### config.mk
export PLATFORM = sky130hd
export DESIGN_NAME = thread_regfile
export DESIGN_NICKNAME = d
export VERILOG_FILES = /design/src/rtl/thread_regfile.sv
export SDC_FILE = /design/constraint.sdc
export NUM_CORES = 1
export LEC_CHECK = 0
export BUFFER_PORTS_ARGS = -buffer_cell sky130_fd_sc_hd__buf_4
export CORE_MARGIN = 2
export CORE_UTILIZATION = 45
export CTS_BUF_LIST = sky130_fd_sc_hd__clkbuf_8
export CTS_CLUSTER_DIAMETER = 150
export DETAILED_ROUTE_END_ITERATION = 16
export GPL_TIMING_DRIVEN = 0
export SLEW_MARGIN = 20
export SYNTH_ARGS = -nofsm -noshare
export SYNTH_HDL_FRONTEND = slang
export SYNTH_SLANG_ARGS = --single-unit
### constraint.sdc
create_clock -name clk -period 5.4 [get_ports clk]
set_input_delay 0.27 -clock clk [delete_from_list [all_inputs] [get_ports clk]]
set_output_delay 0.27 -clock clk [all_outputs]
set_load 0.05 [all_outputs]
### src/rtl/thread_regfile.sv
`default_nettype none
// ============================================================================
//  Module   : thread_regfile
//  Purpose  : Per-thread 16 x 8-bit register file for one ALU/LSU lane.
//             R0-R12 general purpose, R13 %blockIdx, R14 %blockDim,
//             R15 %threadIdx. Operands are captured in REQUEST and
//             results are written back in UPDATE.
//  Revision : 1.0 - initial release
// ============================================================================
module thread_regfile #(
  parameter int THREADS_PER_BLOCK = 4,
  parameter int THREAD_ID         = 0
) (
  input  logic       clk,
  input  logic       reset,
  input  logic       enable,
  input  logic [7:0] block_id,
  input  logic [2:0] core_state,
  input  logic [3:0] decoded_rd_address,
  input  logic [3:0] decoded_rs_address,
  input  logic [3:0] decoded_rt_address,
  input  logic       decoded_reg_write_enable,
  input  logic [1:0] decoded_reg_input_mux,
  input  logic [7:0] decoded_immediate,
  input  logic [7:0] alu_out,
  input  logic [7:0] lsu_out,
  output logic [7:0] rs,
  output logic [7:0] rt
);

  // Core FSM encodings this block reacts to.
  localparam logic [2:0] ST_REQUEST = 3'b011;
  localparam logic [2:0] ST_UPDATE  = 3'b110;

  // Writeback source select encodings.
  localparam logic [1:0] MUX_ALU    = 2'b00;
  localparam logic [1:0] MUX_MEMORY = 2'b01;
  localparam logic [1:0] MUX_CONST  = 2'b10;

  // Number of writable general-purpose registers (R0..R12).
  localparam int NUM_GPR = 13;

  // Read-only special register values; R14/R15 are pure constants.
  localparam logic [7:0] BLOCK_DIM  = 8'(THREADS_PER_BLOCK);
  localparam logic [7:0] THREAD_IDX = 8'(THREAD_ID);

  logic [7:0] gpr_q [NUM_GPR];
  logic [7:0] gpr_d [NUM_GPR];
  logic [7:0] block_idx_q;
  logic [7:0] block_idx_d;
  logic [7:0] rs_q;
  logic [7:0] rs_d;
  logic [7:0] rt_q;
  logic [7:0] rt_d;

  // Architectural view of all 16 registers, used by the operand read ports.
  logic [7:0] reg_view [16];

  logic [7:0] wb_data;
  logic       wb_src_valid;
  logic       wb_hit;

  generate
    for (genvar gi = 0; gi < NUM_GPR; gi++) begin : g_gpr_view
      assign reg_view[gi] = gpr_q[gi];
    end
  endgenerate

  assign reg_view[13] = block_idx_q;
  assign reg_view[14] = BLOCK_DIM;
  assign reg_view[15] = THREAD_IDX;

  // Select the writeback data source; the reserved encoding produces no write.
  always_comb begin
    wb_data      = 8'h00;
    wb_src_valid = 1'b0;
    case (decoded_reg_input_mux)
      MUX_ALU: begin
        wb_data      = alu_out;
        wb_src_valid = 1'b1;
      end
      MUX_MEMORY: begin
        wb_data      = lsu_out;
        wb_src_valid = 1'b1;
      end
      MUX_CONST: begin
        wb_data      = decoded_immediate;
        wb_src_valid = 1'b1;
      end
      default: begin
        wb_data      = 8'h00;
        wb_src_valid = 1'b0;
      end
    endcase
  end

  // A write lands only in UPDATE, on a general-purpose destination; writes
  // aimed at the special registers are silently discarded.
  assign wb_hit = enable
               && (core_state == ST_UPDATE)
               && decoded_reg_write_enable
               && (decoded_rd_address <= 4'd12)
               && wb_src_valid;

  // Next-state: track block_id, capture operands in REQUEST, write back in UPDATE.
  always_comb begin
    for (int i = 0; i < NUM_GPR; i++) begin
      gpr_d[i] = gpr_q[i];
    end
    block_idx_d = block_idx_q;
    rs_d        = rs_q;
    rt_d        = rt_q;

    if (enable) begin
      block_idx_d = block_id;

      if (core_state == ST_REQUEST) begin
        rs_d = reg_view[decoded_rs_address];
        rt_d = reg_view[decoded_rt_address];
      end

      for (int i = 0; i < NUM_GPR; i++) begin
        if (wb_hit && (decoded_rd_address == 4'(i))) begin
          gpr_d[i] = wb_data;
        end
      end
    end
  end

  // State registers with asynchronous clear.
  always_ff @(posedge clk or posedge reset) begin
    if (reset) begin
      for (int i = 0; i < NUM_GPR; i++) begin
        gpr_q[i] <= 8'h00;
      end
      block_idx_q <= 8'h00;
      rs_q        <= 8'h00;
      rt_q        <= 8'h00;
    end else begin
      for (int i = 0; i < NUM_GPR; i++) begin
        gpr_q[i] <= gpr_d[i];
      end
      block_idx_q <= block_idx_d;
      rs_q        <= rs_d;
      rt_q        <= rt_d;
    end
  end

  assign rs = rs_q;
  assign rt = rt_q;

endmodule
`default_nettype wire
==> impl_metrics.py <==
metrics = {
    "grt": {
        "grt-ovfl-total": 0,
        "grt_max_degree": 90,
        "antenna_found_initial": 0,
        "grt_pass1_wl_um": 28800,
        "grtUsageTotal_pct": 24.5,
        "grt_pass1_vias": 4808,
    },
    "logic_synthesis": {
        "synth-seq-cells": 128,
        "synth_nets": 551,
        "synth_top_cell_by_area": "dfrtp_1",
        "syn_area_per_cell_um2": 13.9,
        "yosys-top-cells-area": "dfrtp_1 (46%), mux2_2 (19%), mux4_2 (14%)",
        "yosysTopAreaCellShare_pct": 46.4,
        "synth_ff_type": "dfrtp_1",
        "yosysSeqAreaShare_pct": 46.4,
        "synth_cell_type_count": 44,
        "synthCells": 498,
        "async_flop_share_pct": 100,
        "yosysWarningCount": 0,
        "syn_area_um2": 6910,
        "synth-edff-count": 0,
    },
    "clock_network": {
        "clk_path_buf_depth": 2,
        "cts.sinks": 128,
        "root_buffer": "clkbuf_8",
        "cts_tree": "done",
        "cts_buffers": 17,
        "clk_pin_slew_ps": 70,
        "clk_latency_ps": 450,
        "cts_max_level": 4,
    },
    "sta": {
        "fmax_ghz": 0.554,
        "setup_tns_ps": 0,
        "slew_headroom_pct": 40.7,
        "finalSetupViolCount": 0,
        "rsz0062_at_grt": "no",
        "skew_ps": 8.32,
        "hold_viol": 0,
        "finalCritPeriodShare_pct": 33.4,
        "tightestPinTransition_ps": 883,
        "maxSlewViolCount": 0,
        "fin_crit_ps": 1810,
    },
    "critical_path": {
        "crit_chain": "clkbuf_1, nand2_1, nand4_1, nor4_4, mux2_2",
        "start_kind": "input pin",
        "r2r_end": "rs[2]$_DFFE_PP0P_",
        "slowest_stage": "nor4_4",
        "crit_buf_inv": 1,
        "reg2regPathDepth": 3,
        "crit_path_end": "gpr_q[75]$_DFFE_PP0P_",
        "critPathCaptureType": "flip-flop",
        "crit_arrival_ps": 2130,
        "critPathMaxFanout": 10,
        "cpLargestDelayFamily": "simple AND/OR/NAND/NOR gates",
        "criticalPathCategory": "input pin to flip-flop",
        "critPathRequiredTime_ps": 5730,
        "crit_start": "decoded_reg_input_mux[0]",
        "slowest_delay_ps": 750,
        "r2r_start": "gpr_q[50]$_DFFE_PP0P_",
        "rrSetupSlack_ps": 3730,
        "critical_path_depth": 5,
    },
    "drt": {
        "drtIter0Drc": 359,
        "dr.pass1.iters": 4,
        "via_count": 4714,
        "routed_wl_um": 18900,
        "ant_nets": 0,
        "vias_per_cell": 6.04,
        "post_drt_wl_per_cell_um": 24.2,
        "drc": 0,
    },
    "cells_and_area": {
        "layoutNonFillerInstCount": 780,
        "drive_gt1_share_pct": 47.8,
        "diodes": 0,
        "num-fill-cells": 1337,
        "nets": 633,
        "syn2layout_area_growth_pct": 16.0,
        "postLayoutCoreUtil_pct": 53.1,
    },
    "worst_hold_path": {
        "hold_depth": 2,
        "min_path_type": "input pin to flip-flop",
    },
    "power": {
        "ir_drop_mv": 0.171,
        "p_leak_nw": 3.72,
        "power_density_nw_per_um2": 280,
    },
    "floorplan": {
        "die-width_um": 128,
        "dieArea_um2": 16400,
        "initial_core_util_pct": 45.8,
        "fp-row-count": 45,
        "io_pins": 69,
        "dieHeight_um": 128,
        "core-area_um2": 15100,
    },
    "placed_design": {
        "place.gp.congestion": 0.843,
        "dp_cells": 748,
        "post-dp-hpwl_um": 13000,
        "io_buffer_count": 61,
    },
    "status": {
        "run_status": "finished, final reports clean",
    },
    "run": {
        "cap_viol_max_count": 0,
    },
}
## worst min path at each step
stage                      startpoint                    endpoint
finish                    block_id[0]  block_idx_q[0]$_DFFE_PP0P_
global route              block_id[5]  block_idx_q[5]$_DFFE_PP0P_
CTS                       block_id[0]  block_idx_q[0]$_DFFE_PP0P_
detailed placement              reset       gpr_q[27]$_DFFE_PP0P_
global placement    rt[4]$_DFFE_PP0P_           rt[4]$_DFFE_PP0P_
floorplan                 block_id[0]  block_idx_q[0]$_DFFE_PP0P_
## cells in the final DEF (no fill, tap or decap), types with 3 or more instances in the layout
cell type / n
a211oi_1: 3
clkbuf_8: 18
buf_2: 14
nor2b_1: 9
o2bb2ai_1: 3
nand2_1: 13
mux2i_1: 39
buf_4: 62
nand2b_1: 4
a21oi_1: 12
o21ai_0: 16
mux2_2: 114
dfrtp_1: 128
clkinv_2: 7
nor2_2: 5
a221oi_1: 6
mux4_2: 44
inv_1: 7
o211ai_1: 10
clkbuf_1: 22
nor2_1: 10
o22ai_1: 9
## timing repair
action,in CTS,in global routing
hold buffers,1,0
endpoints found under the hold margin,39,0
setup buffers,0,0
resized for setup,0,0
setup endpoints to repair,0,0
## kinds of logic (layout without fill, tap and decap cells)
logic type             after synthesis  count (layout)  share of synthesized area (%)
AO/OA/AOI/OAI                       64              64                           6.05
buffers and inverters               47             141                           2.97
multiplexers                       197             197                           38.6
flip-flops                         128             128                           46.4
AND/OR/NAND/NOR                     62              62                           6.03
## per-stage QoR
step	power [mW]	setup slack (ps)	instance area, um2	hold slack (ps)
2_1_floorplan	1.33	1720	6910	422
3_3_place_gp	1.46	231	7600	493
3_5_place_dp	1.47	3110	7640	264
4_1_cts	2.26	3580	8020	34.2
5_1_grt	2.33	3490	8020	42.8
6_report	2.25	3590	8020	47.6
## sequential cells by signal (all words and copies together), names as in the netlist
name	flops
rt	8
block_idx_q	8
gpr_q	104
rs	8
## Yosys cell counts (2+ instances only)
cell       instances
dfrtp_1          128
mux2_2           114
mux4_2            44
mux2i_1           39
clkbuf_1          22
o21ai_0           16
buf_2             14
nand2_1           13
a21oi_1           12
nor2_1            10
o211ai_1          10
nor2b_1            9
o22ai_1            9
inv_1              7
a221oi_1           6
nor2_2             5
nand2b_1           4
a211oi_1           3
o2bb2ai_1          3
a221o_1            2
buf_1              2
nand3b_1           2
nand4b_1           2
or4_1              2
## report_power, final
part / total (mW) / internal (mW) / switching [mW]
clock network: 0.792 / 0.411 / 0.380
registers: 1.05 / 1.01 / 0.0387
logic: 0.402 / 0.156 / 0.246
total: 2.25 / 1.58 / 0.665
## worst register-to-register path, delay by kind of cell (launching register included)
kind | cells | cell delay [ps]
flops | 1 | 410
compound gates | 2 | 640
mux | 1 | 480
## per-layer routing
| metal | track usage, % | share of wire (%) | up-vias |
|---|---|---|---|
| met4 | 10.3 | 2.2 | 0 |
| met1 | 33.1 | 43 | 2467 |
| li1 | - | - | 2066 |
| met2 | 39.9 | 49 | 148 |
| met3 | 3.80 | 4.9 | 33 |
| met5 | 0 | 0 | - |
## final cells by class
class                      instances  area (um2)  area share (%)
clock inverter                    13         123            1.53
clock buffer                      18         248            3.09
inverter                           7        33.8           0.421
tap                              188         235            2.93
timing repair buffer              63         495            6.18
multi-input combinational        323        3500            43.7
sequential                       128        3200            40.0
buffer                            40         179            2.23
(Power assumes the default switching activity.)
